## src/rtl/branch_hazard_ctrl.sv

```systemverilog
// ID-stage branch sequencing: per-register pending-write scoreboard, branch stall/resolve
// control with PC select and IF/ID flush, and saturating branch statistics.
module branch_hazard_ctrl #(
  parameter int unsigned NUM_REGS = 32,
  parameter int unsigned CNT_W    = 16
) (
  input  logic             clk,
  input  logic             rst,
  input  logic             id_valid,
  input  logic [1:0]       BR_Type,
  input  logic [4:0]       id_src1,
  input  logic [4:0]       id_src2,
  input  logic             id_wb_en,
  input  logic [4:0]       id_dest,
  input  logic             wb_en,
  input  logic [4:0]       wb_dest,
  input  logic             branch_taken,
  output logic             stall,
  output logic             pc_sel,
  output logic             flush_if,
  output logic [CNT_W-1:0] br_count,
  output logic [CNT_W-1:0] taken_count,
  output logic [CNT_W-1:0] stall_count
);

  localparam int unsigned REG_W = 5;
  localparam int unsigned SB_W  = 2;

  localparam logic [1:0] BR_NONE = 2'd0;
  localparam logic [1:0] BR_BEZ  = 2'd1;
  localparam logic [1:0] BR_BNE  = 2'd2;

  localparam logic [SB_W-1:0]  SB_MAX  = '1;
  localparam logic [CNT_W-1:0] CNT_MAX = '1;

  typedef enum logic {
    S_IDLE = 1'b0,
    S_WAIT = 1'b1
  } state_e;

  state_e state_q, state_d;

  logic [SB_W-1:0] cnt_q [NUM_REGS];
  logic [SB_W-1:0] cnt_d [NUM_REGS];

  logic [NUM_REGS-1:0] inc_c;
  logic [NUM_REGS-1:0] dec_c;

  logic [CNT_W-1:0] br_count_q,    br_count_d;
  logic [CNT_W-1:0] taken_count_q, taken_count_d;
  logic [CNT_W-1:0] stall_count_q, stall_count_d;

  logic wb_hit_c;
  logic issue_c;
  logic need1_c, need2_c;
  logic src1_rdy_c, src2_rdy_c;
  logic br_act_c;
  logic hazard_c;
  logic resolve_c;

  // Operand need and readiness; a register retiring this cycle counts as ready (write-first RF)
  always_comb begin
    wb_hit_c = wb_en && (wb_dest != '0);
    br_act_c = id_valid && (BR_Type != BR_NONE);

    need1_c = 1'b0;
    need2_c = 1'b0;
    case (BR_Type)
      BR_BEZ: need1_c = 1'b1;
      BR_BNE: begin
        need1_c = 1'b1;
        need2_c = 1'b1;
      end
      default: begin
        need1_c = 1'b0;
        need2_c = 1'b0;
      end
    endcase

    src1_rdy_c = (id_src1 == '0) || (cnt_q[id_src1] == '0) ||
                 ((cnt_q[id_src1] == SB_W'(1)) && wb_hit_c && (wb_dest == id_src1));
    src2_rdy_c = (id_src2 == '0) || (cnt_q[id_src2] == '0) ||
                 ((cnt_q[id_src2] == SB_W'(1)) && wb_hit_c && (wb_dest == id_src2));

    hazard_c = br_act_c && ((need1_c && !src1_rdy_c) || (need2_c && !src2_rdy_c));
  end

  // FSM state register
  always_ff @(posedge clk) begin
    if (rst) begin
      state_q <= S_IDLE;
    end else begin
      state_q <= state_d;
    end
  end

  // FSM next state; a branch leaving ID while waiting (external flush) drops back to IDLE
  always_comb begin
    state_d = state_q;
    case (state_q)
      S_IDLE: begin
        if (hazard_c) begin
          state_d = S_WAIT;
        end
      end
      S_WAIT: begin
        if (!br_act_c || !hazard_c) begin
          state_d = S_IDLE;
        end
      end
      default: state_d = S_IDLE;
    endcase
  end

  // FSM outputs: stall while operands are pending, otherwise resolve any branch in ID
  always_comb begin
    stall     = 1'b0;
    pc_sel    = 1'b0;
    flush_if  = 1'b0;
    resolve_c = 1'b0;
    case (state_q)
      S_IDLE: begin
        if (hazard_c) begin
          stall = 1'b1;
        end else if (br_act_c) begin
          resolve_c = 1'b1;
          pc_sel    = branch_taken;
          flush_if  = branch_taken;
        end
      end
      S_WAIT: begin
        if (hazard_c) begin
          stall = 1'b1;
        end else if (br_act_c) begin
          resolve_c = 1'b1;
          pc_sel    = branch_taken;
          flush_if  = branch_taken;
        end
      end
      default: begin
        stall     = 1'b0;
        resolve_c = 1'b0;
      end
    endcase
  end

  // Issue is suppressed while stalled, so the scoreboard only drains during a stall
  always_comb begin
    issue_c = id_valid && !stall && id_wb_en && (id_dest != '0);
    for (int i = 0; i < NUM_REGS; i++) begin
      inc_c[i] = issue_c  && (id_dest == REG_W'(i));
      dec_c[i] = wb_hit_c && (wb_dest == REG_W'(i));
    end
  end

  // Pending-write counters; simultaneous issue and writeback to one register cancel
  always_comb begin
    for (int i = 0; i < NUM_REGS; i++) begin
      cnt_d[i] = cnt_q[i];
      if (inc_c[i] && !dec_c[i] && (cnt_q[i] != SB_MAX)) begin
        cnt_d[i] = cnt_q[i] + SB_W'(1);
      end else if (dec_c[i] && !inc_c[i] && (cnt_q[i] != '0)) begin
        cnt_d[i] = cnt_q[i] - SB_W'(1);
      end
    end
    cnt_d[0] = '0;
  end

  // Saturating statistics
  always_comb begin
    br_count_d    = br_count_q;
    taken_count_d = taken_count_q;
    stall_count_d = stall_count_q;
    if (resolve_c && (br_count_q != CNT_MAX)) begin
      br_count_d = br_count_q + CNT_W'(1);
    end
    if (resolve_c && branch_taken && (taken_count_q != CNT_MAX)) begin
      taken_count_d = taken_count_q + CNT_W'(1);
    end
    if (stall && (stall_count_q != CNT_MAX)) begin
      stall_count_d = stall_count_q + CNT_W'(1);
    end
  end

  always_ff @(posedge clk) begin
    if (rst) begin
      for (int i = 0; i < NUM_REGS; i++) begin
        cnt_q[i] <= '0;
      end
      br_count_q    <= '0;
      taken_count_q <= '0;
      stall_count_q <= '0;
    end else begin
      for (int i = 0; i < NUM_REGS; i++) begin
        cnt_q[i] <= cnt_d[i];
      end
      br_count_q    <= br_count_d;
      taken_count_q <= taken_count_d;
      stall_count_q <= stall_count_d;
    end
  end

  assign br_count    = br_count_q;
  assign taken_count = taken_count_q;
  assign stall_count = stall_count_q;

endmodule

```

## config.mk

```make
export PLATFORM = sky130hd
export DESIGN_NAME = branch_hazard_ctrl
export DESIGN_NICKNAME = d
export VERILOG_FILES = /design/src/rtl/branch_hazard_ctrl.sv
export SDC_FILE = /design/constraint.sdc
export NUM_CORES = 1
export LEC_CHECK = 0
export CORE_ASPECT_RATIO = 0.75
export CORE_UTILIZATION = 40
export DETAILED_ROUTE_END_ITERATION = 8
export MAX_ROUTING_LAYER = met4
export REMOVE_ABC_BUFFERS = 1
export SLEW_MARGIN = 15
export SYNTH_ARGS = -nofsm -noshare
export SYNTH_HDL_FRONTEND = slang
export SYNTH_SLANG_ARGS = --single-unit
export TNS_END_PERCENT = 30
```

## constraint.sdc

```tcl
create_clock -name clk -period 4.11 [get_ports clk]
set_input_delay 0.822 -clock clk [delete_from_list [all_inputs] [get_ports clk]]
set_output_delay 0.822 -clock clk [all_outputs]
set_load 0.1 [all_outputs]
```

# Word level (Yosys, flattened, before mapping)
# Memory sizes are Yosys's and may differ from the RTL's.
# Cells that the tools add are included.
# W data, S select, Z words.
dict set report op_classes {
  add_sub_neg 65
  eq_ne 102
  muxes 104
  bitwise 32
  reduce_logical 311
}
# operator n
set ops {}
lappend ops {{$logic_and A1 B1 Y1} 202}
lappend ops {{$mux W2} 94}
lappend ops {{$eq A5 B5 Y1 const B} 32}
lappend ops {{$eq A5 B4 Y1 const B} 16}
lappend ops {{$logic_not A1 Y1} 65}
lappend ops {{$reduce_bool A2 Y1} 32}
lappend ops {{$add A2 B1 Y2 const B} 31}
lappend ops {{$ne A2 B2 Y1 const B} 31}
lappend ops {{$sub A2 B1 Y2 const B} 31}
lappend ops {{$add A16 B1 Y16 const B} 3}
lappend ops {{$ne A16 B16 Y1 const B} 3}
lappend ops {{$eq A5 B3 Y1 const B} 8}
lappend ops {{$or A1 B1 Y1} 32}
lappend ops {{$eq A5 B2 Y1 const B} 4}
lappend ops {{$eq A5 B1 Y1 const B} 2}
lappend ops {{$eq A5 B5 Y1} 2}
lappend ops {{$logic_not A5 Y1} 2}
lappend ops {{$mux W1} 10}
lappend ops {{$reduce_bool A5 Y1} 2}
lappend ops {{$eq A2 B1 Y1 const B} 3}
lappend ops {{$logic_or A1 B1 Y1} 5}
lappend ops {{$logic_not A2 Y1} 2}
lappend ops {{$eq A2 B2 Y1 const B} 1}
lappend ops {{$reduce_or A2 Y1} 1}
dict set report word_totals {
  ff_bits 48
  ramBits 64
  out_inout_bits 51
  memories 1
}
# name depth word_bits rd rd_clocked_by_memory_dff write_ports line
set memory_table {}
lappend memory_table {cnt_q 32 2 33 0 32 43} ;# logic [SB_W-1:0] cnt_q [NUM_REGS];

# Logic depth before layout (Yosys ltp)
# Gate-level depths: netlist of the first run.
dict set report logic_depth {
  word_depth 21
  depth_mapped 14
}

# Worst setup path before layout of the first run
# Ideal clock, no wire load.
dict set report synth_path {
  path_type {input to output}
  from {in wb_dest[0]}
  to {out stall}
  arrival_time_ps 3131
  required_time_ps 3288
  slack_ps 157
  stages 9
  n_path_buf 3
  cell_sequence {buf_2 -> or4_1 -> o21ai_1 -> o41ai_1 -> a2111oi_1 -> a211oi_2 -> a21boi_1 -> buf_2 -> buf_2}
}
dict set report synth_via {
  elab_chain_cells 10
}
# item line
set synth_lines {}
lappend synth_lines {{start, declared} 16} ;# input logic [4:0] wb_dest,
lappend synth_lines {{$reduce_bool A5 Y1} 63} ;# wb_hit_c = wb_en && (wb_dest != '0);
lappend synth_lines {{$logic_and A1 B1 Y1} 63}
lappend synth_lines {{$logic_and A1 B1 Y1, on equally long branches (2 in a row)} {81, 83}}
lappend synth_lines {{$logic_or A1 B1 Y1, on equally long branches} {80, 82}}
lappend synth_lines {{$logic_not A1 Y1} 85} ;# hazard_c = br_act_c && ((need1_c && !src1_rdy_c) || (need2_c && !src2_rdy_c));
lappend synth_lines {{$logic_and A1 B1 Y1} 85}
lappend synth_lines {{$logic_or A1 B1 Y1 *} 85}
lappend synth_lines {{$logic_and A1 B1 Y1 *} 85}
lappend synth_lines {{$mux W1 *} {123, 132}}
lappend synth_lines {{end, declared} 18} ;# output logic stall,
# Mark *: on every way between the ends. The rest lies on a longest branch, timed or not.

# Worst setup path after layout of the first run
dict set report layout_path {
  from {in wb_dest[3]}
  to {out flush_if}
}
dict set report layout_via {
  elab_chain_cells 10
}
# item line
set layout_lines {}
lappend layout_lines {{$reduce_bool A5 Y1} 63}
lappend layout_lines {{$logic_and A1 B1 Y1} 63}
lappend layout_lines {{$logic_and A1 B1 Y1, on equally long branches (2 in a row)} {81, 83}}
lappend layout_lines {{$logic_or A1 B1 Y1, on equally long branches} {80, 82}}
lappend layout_lines {{$logic_not A1 Y1} 85}
lappend layout_lines {{$logic_and A1 B1 Y1} 85}
lappend layout_lines {{$logic_or A1 B1 Y1 *} 85}
lappend layout_lines {{$logic_and A1 B1 Y1 *} 85}
lappend layout_lines {{$mux W1 *} {123, 132}}
lappend layout_lines {{end, declared} 20} ;# output logic flush_if,
# Marked as above.

==> impl_metrics.tcl, run 1 <==
set metrics [dict create \
    drive_gt1_frac 0.119 \
    fin_skew_ns 0.0154 \
    core_mm2 0.0194 \
    synthTopCellsByCount "111 x nor2_1, 110 x dfxtp_1, 91 x nand2_1" \
    rsz0062_at_grt "false" \
    io_pins 79 \
    die_h_um 124 \
    rr_startpoint "cnt_q[12][1]$_SDFFE_PP0P_" \
    dp_hpwl_mm 17.3 \
    synth_edf_count 0 \
    fin_setup_tns_ns 0 \
    chipWidth_um 165 \
    critPathArrivalTime_ns 3.20 \
    nets 1132 \
    worst-setup-path-type "in2out" \
    cp_cell_sequence "clkdlybuf4s50_1 -> buf_4 -> xnor2_1 -> nand3_1 -> o41ai_4 -> buf_4 -> nor4bb_1 -> and4b_2 -> and4_4 -> buf_6 -> buf_12" \
    min_period_ns 4.02 \
    met2_wirelength_mm 9.64 \
    max_freq_mhz 249 \
    htreeDepth 3 \
    irDropWorstVdd_uv 183 \
    slew_viol_final 0 \
    portBuffers 78 \
    grt_first_pass_wirelength_mm 37.7 \
    clk_pin_slew_ns 0.08 \
    end_kind "output pin" \
    setup_viol 0 \
    finalCritPeriodShare 0.979 \
    via_per_inst 5.91 \
    dieArea_mm2 0.0204 \
    ys_top_cells_by_area "dfxtp_1 28%, mux4_2 6.8%, nor2_1 5.3%, o21ai_0 4.5%, nand2_1 4.3%" \
    gr-total-overflow 0 \
    antenna_found_initial 0 \
    async_reset_ff_frac 0 \
    drv_cap 0 \
    synthFlopType "dfxtp_1" \
    synth_seq_cells 110 \
    hold_buffers 0 \
    timing.rr.end "cnt_q[18][0]$_SDFFE_PP0P_" \
    areaGrowthSynthToFinish_pct 22.6 \
    grt_pass1_vias 6975 \
    r2r_slack_ns 0.95 \
    yosys.area.top_type "dfxtp_1" \
    wl_met1_mm 11.5 \
    slowest_stage "clkdlybuf4s50_1" \
    worst_pin_slew_ns 1.00 \
    yosysSeqAreaShare 0.278 \
    grt_start_max_net_pins 91 \
    wirelength_mm 23.7 \
    timing.slew.headroom 0.330 \
    status "finished, final reports clean" \
    whs_path_depth 2 \
    hold_end "br_count[14]$_SDFFE_PP0P_" \
    highest_layer "met4" \
    row_count 44 \
    worstSetupStartpointType "primary input" \
    slowest_delay_ns 0.49 \
    wire_per_inst_um 17.4 \
    synth_most_common_cell "nor2_1" \
    drc 0 \
    cp_max_fo 3 \
    synth_cells 1012 \
    vias 8020 \
    hp-start "br_count[14]$_SDFFE_PP0P_" \
    tritoncts "yes" \
    critPathRequiredTime_ns 3.29 \
    drtPass1Iterations 6 \
    p_total_mw 2.46 \
    cts_made_buffers 9 \
    insertion_delay_ns 0.37 \
    yosysWarningCount 0 \
    dr_wl_met3_mm 2.27 \
    synth.distinct_cells 70 \
    p_leak_nw 3.12 \
    synth_top_area_frac 0.278 \
    cpMostUsedCell "buf_4" \
    cts_sinks 110 \
    hold_class "reg2reg" \
    clk_path_buf_depth 2 \
    whs_ns 0.506 \
    grtUsageTotal 0.246 \
    ant_nets 0 \
    post_synth.cell_area_avg_um2 7.83 \
    netlist_area_mm2 0.00793 \
    diodes 0 \
    gp_congestion 0.932 \
    initial_core_util 0.409 \
    initialDrtViolationCount 732 \
    ctsRootBufferMaster "clkbuf_16" \
    reg2reg_depth 11 \
    powerDensity_mw_per_mm2 254 \
    hold_viol 0 \
]
area by class of cell:
class	count	area [um^2]
Tap cell	253	317
Clock inverter	7	103
Timing Repair Buffer	138	1390
Clock buffer	9	225
Sequential cell	110	2200
Fill cell	1853	9670
Inverter	14	52.6
Multi-Input combinational cell	826	5420
what timing repair did:
item | in CTS | in global routing
setup buffers | 2 | 2
gates resized for setup | 8 | 12
setup endpoints to repair | 3 | 3
gates cloned | 1 | 0
pin swaps | 1 | 9
per-stage QoR:
step | worst slack [ns] | cell area, um^2 | instances | util
after floorplan | -1.85 | 7610 | 950 | -
after global placement | -0.0872 | 9250 | 1336 | 0.477
after detailed placement | -0.125 | 9250 | 1336 | 0.477
after CTS | 0.00868 | 9650 | 1355 | 0.498
after global routing | 0.00675 | 9710 | 1357 | 0.501
final | 0.0883 | 9710 | 1357 | 0.501
cell usage in the layout (no fill, tap or decap), drive strengths merged, types with 33 or more instances in the layout:
master / n
nand2: 92
nand3: 41
dfxtp: 110
nand4: 33
nor3: 59
o21ai: 72
buf: 63
nor2: 111
clkdlybuf4s50: 67
a21oi: 48
per-layer routing:
metal  global-route usage  up-vias
li1                     -     3960
met1                0.347     3741
met2                0.344      295
met3               0.0663       24
met4               0.0585        0
met5                    -        -
power by group:
part / total [mW] / switching (mW) / internal [mW] / leakage (nW)
clock network: 0.985 / 0.441 / 0.544 / 0.162
logic: 0.398 / 0.245 / 0.153 / 2.07
registers: 1.08 / 0.00986 / 1.07 / 0.886
total: 2.46 / 0.696 / 1.77 / 3.12
state kept, by name, summed over array words and instances, names as in the netlist:
| register | count |
|---|---|
| br_count | 16 |
| cnt_q | 62 |
| taken_count | 16 |
| stall_count | 16 |
logic make-up after synthesis:
family	count (synthesis)	share of synthesized area
DFF	110	0.278
xor gates and xnor gates	36	0.0398
and+or+nand+nor	495	0.334
muxes	54	0.108
adders and majority gates	5	0.00789
AOI/OAI and AO/OA	236	0.186
buffers and inverters	76	0.0464
critical path: cells and delay by family:
family | cells | cell delay [ns]
buf+inv | 5 | 1.09
xor+xnor | 1 | 0.11
simple gates | 4 | 0.76
compound gates | 1 | 0.42
worst max path at each step:
stage | end | from | cells past startpoint
2_1_floorplan | stall_count[8]$_SDFFE_PP0P_ | wb_dest[4] | 9
3_3_place_gp | flush_if | id_src2[2] | 9
3_5_place_dp | flush_if | id_src1[0] | 10
4_1_cts | stall | wb_dest[4] | 9
5_1_grt | pc_sel | wb_dest[3] | 11
6_report | flush_if | wb_dest[3] | 11
(Power assumes the default switching activity.)
==> run 2: changes to the inputs <==
Settings changed: MAX_ROUTING_LAYER met4 to default.
==> run 2 against run 1 <==
Effect of this change: core utilization grew 0.071 points; sequential share of layout area barely moved; die area did not move; clock-buffer cell count unchanged; critical path type unchanged; critical endpoint is now pc_sel; largest power group unchanged; clock power is essentially flat.
==> impl_metrics.tcl, run 2 (synthesis results as in run 1) <==
set metrics [dict create \
    drive_gt1_frac 0.120 \
    rsz0062_at_grt "true" \
    clk_path_buf_depth 2 \
    nets 1132 \
    status "finished, final reports clean" \
    slew_viol_final 0 \
    grt_start_max_net_pins 93 \
    cts_made_buffers 9 \
    cp_max_fo 4 \
    p_total_mw 2.47 \
    worst-setup-path-type "in2out" \
    final_cells 1357 \
    min_period_ns 4.08 \
    gr-total-overflow 0 \
    grtUsageTotal 0.238 \
    dieArea_mm2 0.0204 \
    startpoint "wb_dest[2]" \
    rr_startpoint "cnt_q[28][1]$_SDFFE_PP0P_" \
    chipWidth_um 165 \
    gp_congestion 0.927 \
    hold_class "reg2reg" \
    vias 8078 \
    hold_viol 0 \
    setup_viol 0 \
    portBuffers 78 \
    irDropWorstVdd_uv 228 \
    cts_sinks 110 \
    wire_per_inst_um 17.5 \
    worstSetupStartpointType "primary input" \
    r2r_slack_ns 1.03 \
    reg2reg_depth 10 \
    hold_buffers 0 \
    final_cell_mix "111 x nor2_1, 110 x dfxtp_1, 91 x nand2_1" \
    critPathArrivalTime_ns 3.25 \
    grt_first_pass_wirelength_mm 37.8 \
    via_per_inst 5.95 \
    io_pins 79 \
    drv_cap 0 \
    drtPass1Iterations 5 \
    clk_pin_slew_ns 0.08 \
    fin_setup_tns_ns 0 \
    hp-start "stall_count[8]$_SDFFE_PP0P_" \
    fin_skew_ns 0.00927 \
    powerDensity_mw_per_mm2 254 \
    timing.slew.headroom 0.333 \
    fillers 1846 \
    worst_pin_slew_ns 0.997 \
    dp_hpwl_mm 17.3 \
    tritoncts "yes" \
    initial_core_util 0.409 \
    drc 0 \
    initialDrtViolationCount 639 \
    placed_cells 1336 \
    areaGrowthSynthToFinish_pct 22.7 \
    wirelength_mm 23.7 \
    antenna_found_initial 0 \
    dpl_cell_area_mm2 0.00925 \
    row_count 44 \
    p_leak_nw 3.08 \
    slowest_delay_ns 0.63 \
    final_common_cell "nor2_1" \
    max_freq_mhz 245 \
    insertion_delay_ns 0.36 \
    htreeDepth 3 \
    ant_nets 0 \
    grt_pass1_vias 7110 \
    end_kind "output pin" \
    top_register "cnt_q" \
    core_mm2 0.0194 \
    cp-endpoint "pc_sel" \
    die_h_um 124 \
    diodes 0 \
    ctsRootBufferMaster "clkbuf_16" \
    timing.rr.end "taken_count[15]$_SDFFE_PP0P_" \
    finalCritPeriodShare 0.991 \
    critPathRequiredTime_ns 3.29 \
    cp_cell_sequence "clkdlybuf4s50_1 -> xnor2_1 -> nand3_1 -> o41ai_4 -> buf_4 -> nor4bb_2 -> and4b_2 -> and4_1 -> buf_6 -> buf_12" \
    slowest_stage "clkdlybuf4s50_1" \
    final_cell_area_mm2 0.00973 \
    largest_reg_flops 62 \
]
[run 2: metrics by stage]
step                utilization  setup slack (ns)  hold slack, ns
floorplan                     -             -1.85           0.481
global placement          0.477           -0.0844           0.490
detailed placement        0.477            -0.140           0.498
CTS                       0.498           -0.0255           0.508
global route              0.502           -0.0468           0.524
finish                    0.502            0.0350           0.509
[run 2: how the worst min path moves through the flow]
stage / endpoint / cells past startpoint
floorplan: cnt_q[3][1]$_SDFFE_PP0P_ / 2
CTS: br_count[14]$_SDFFE_PP0P_ / 2
finish: stall_count[8]$_SDFFE_PP0P_ / 2
global route: br_count[14]$_SDFFE_PP0P_ / 2
detailed placement: br_count[14]$_SDFFE_PP0P_ / 2
global placement: stall_count[8]$_SDFFE_PP0P_ / 2
[run 2: cell type report]
class	count	area (um^2)	share of cell area
multi-input combinational	826	5440	0.560
sequential	110	2200	0.226
clock buffer	9	225	0.0232
timing repair buffer	138	1380	0.142
inverter	14	52.6	0.00540
clock inverter	7	104	0.0107
tap	253	317	0.0325
[run 2: report_power, final]
| group | switching, mW | internal, mW | leakage [nW] |
|---|---|---|---|
| clock | 0.441 | 0.544 | 0.161 |
| sequential | 0.0103 | 1.07 | 0.886 |
| combinational | 0.246 | 0.154 | 2.04 |
| total | 0.697 | 1.77 | 3.08 |
[run 2: routing by layer]
metal / vias to the layer above / global-route usage / wire [um]
met1: 3817 / 0.355 / 11600
met4: 0 / 0.0373 / 312
met5: - / 0 / 0
met2: 285 / 0.351 / 9850
met3: 23 / 0.0569 / 2030
li1: 3953 / - / -
[run 2: what timing repair did]
| action | CTS | global route |
|---|---|---|
| cloned | 1 | 0 |
| setup buffers | 2 | 2 |
| pin swaps | 1 | 8 |
| resized for setup | 7 | 14 |
| setup endpoints to repair | 3 | 3 |
[run 2: critical path: cells and delay by family]
family,cells,cell delay [ns]
AOI/OAI and AO/OA,1,0.42
xor gates and xnor gates,1,0.16
buffers and inverters,4,1.10
and+or+nand+nor,4,0.74
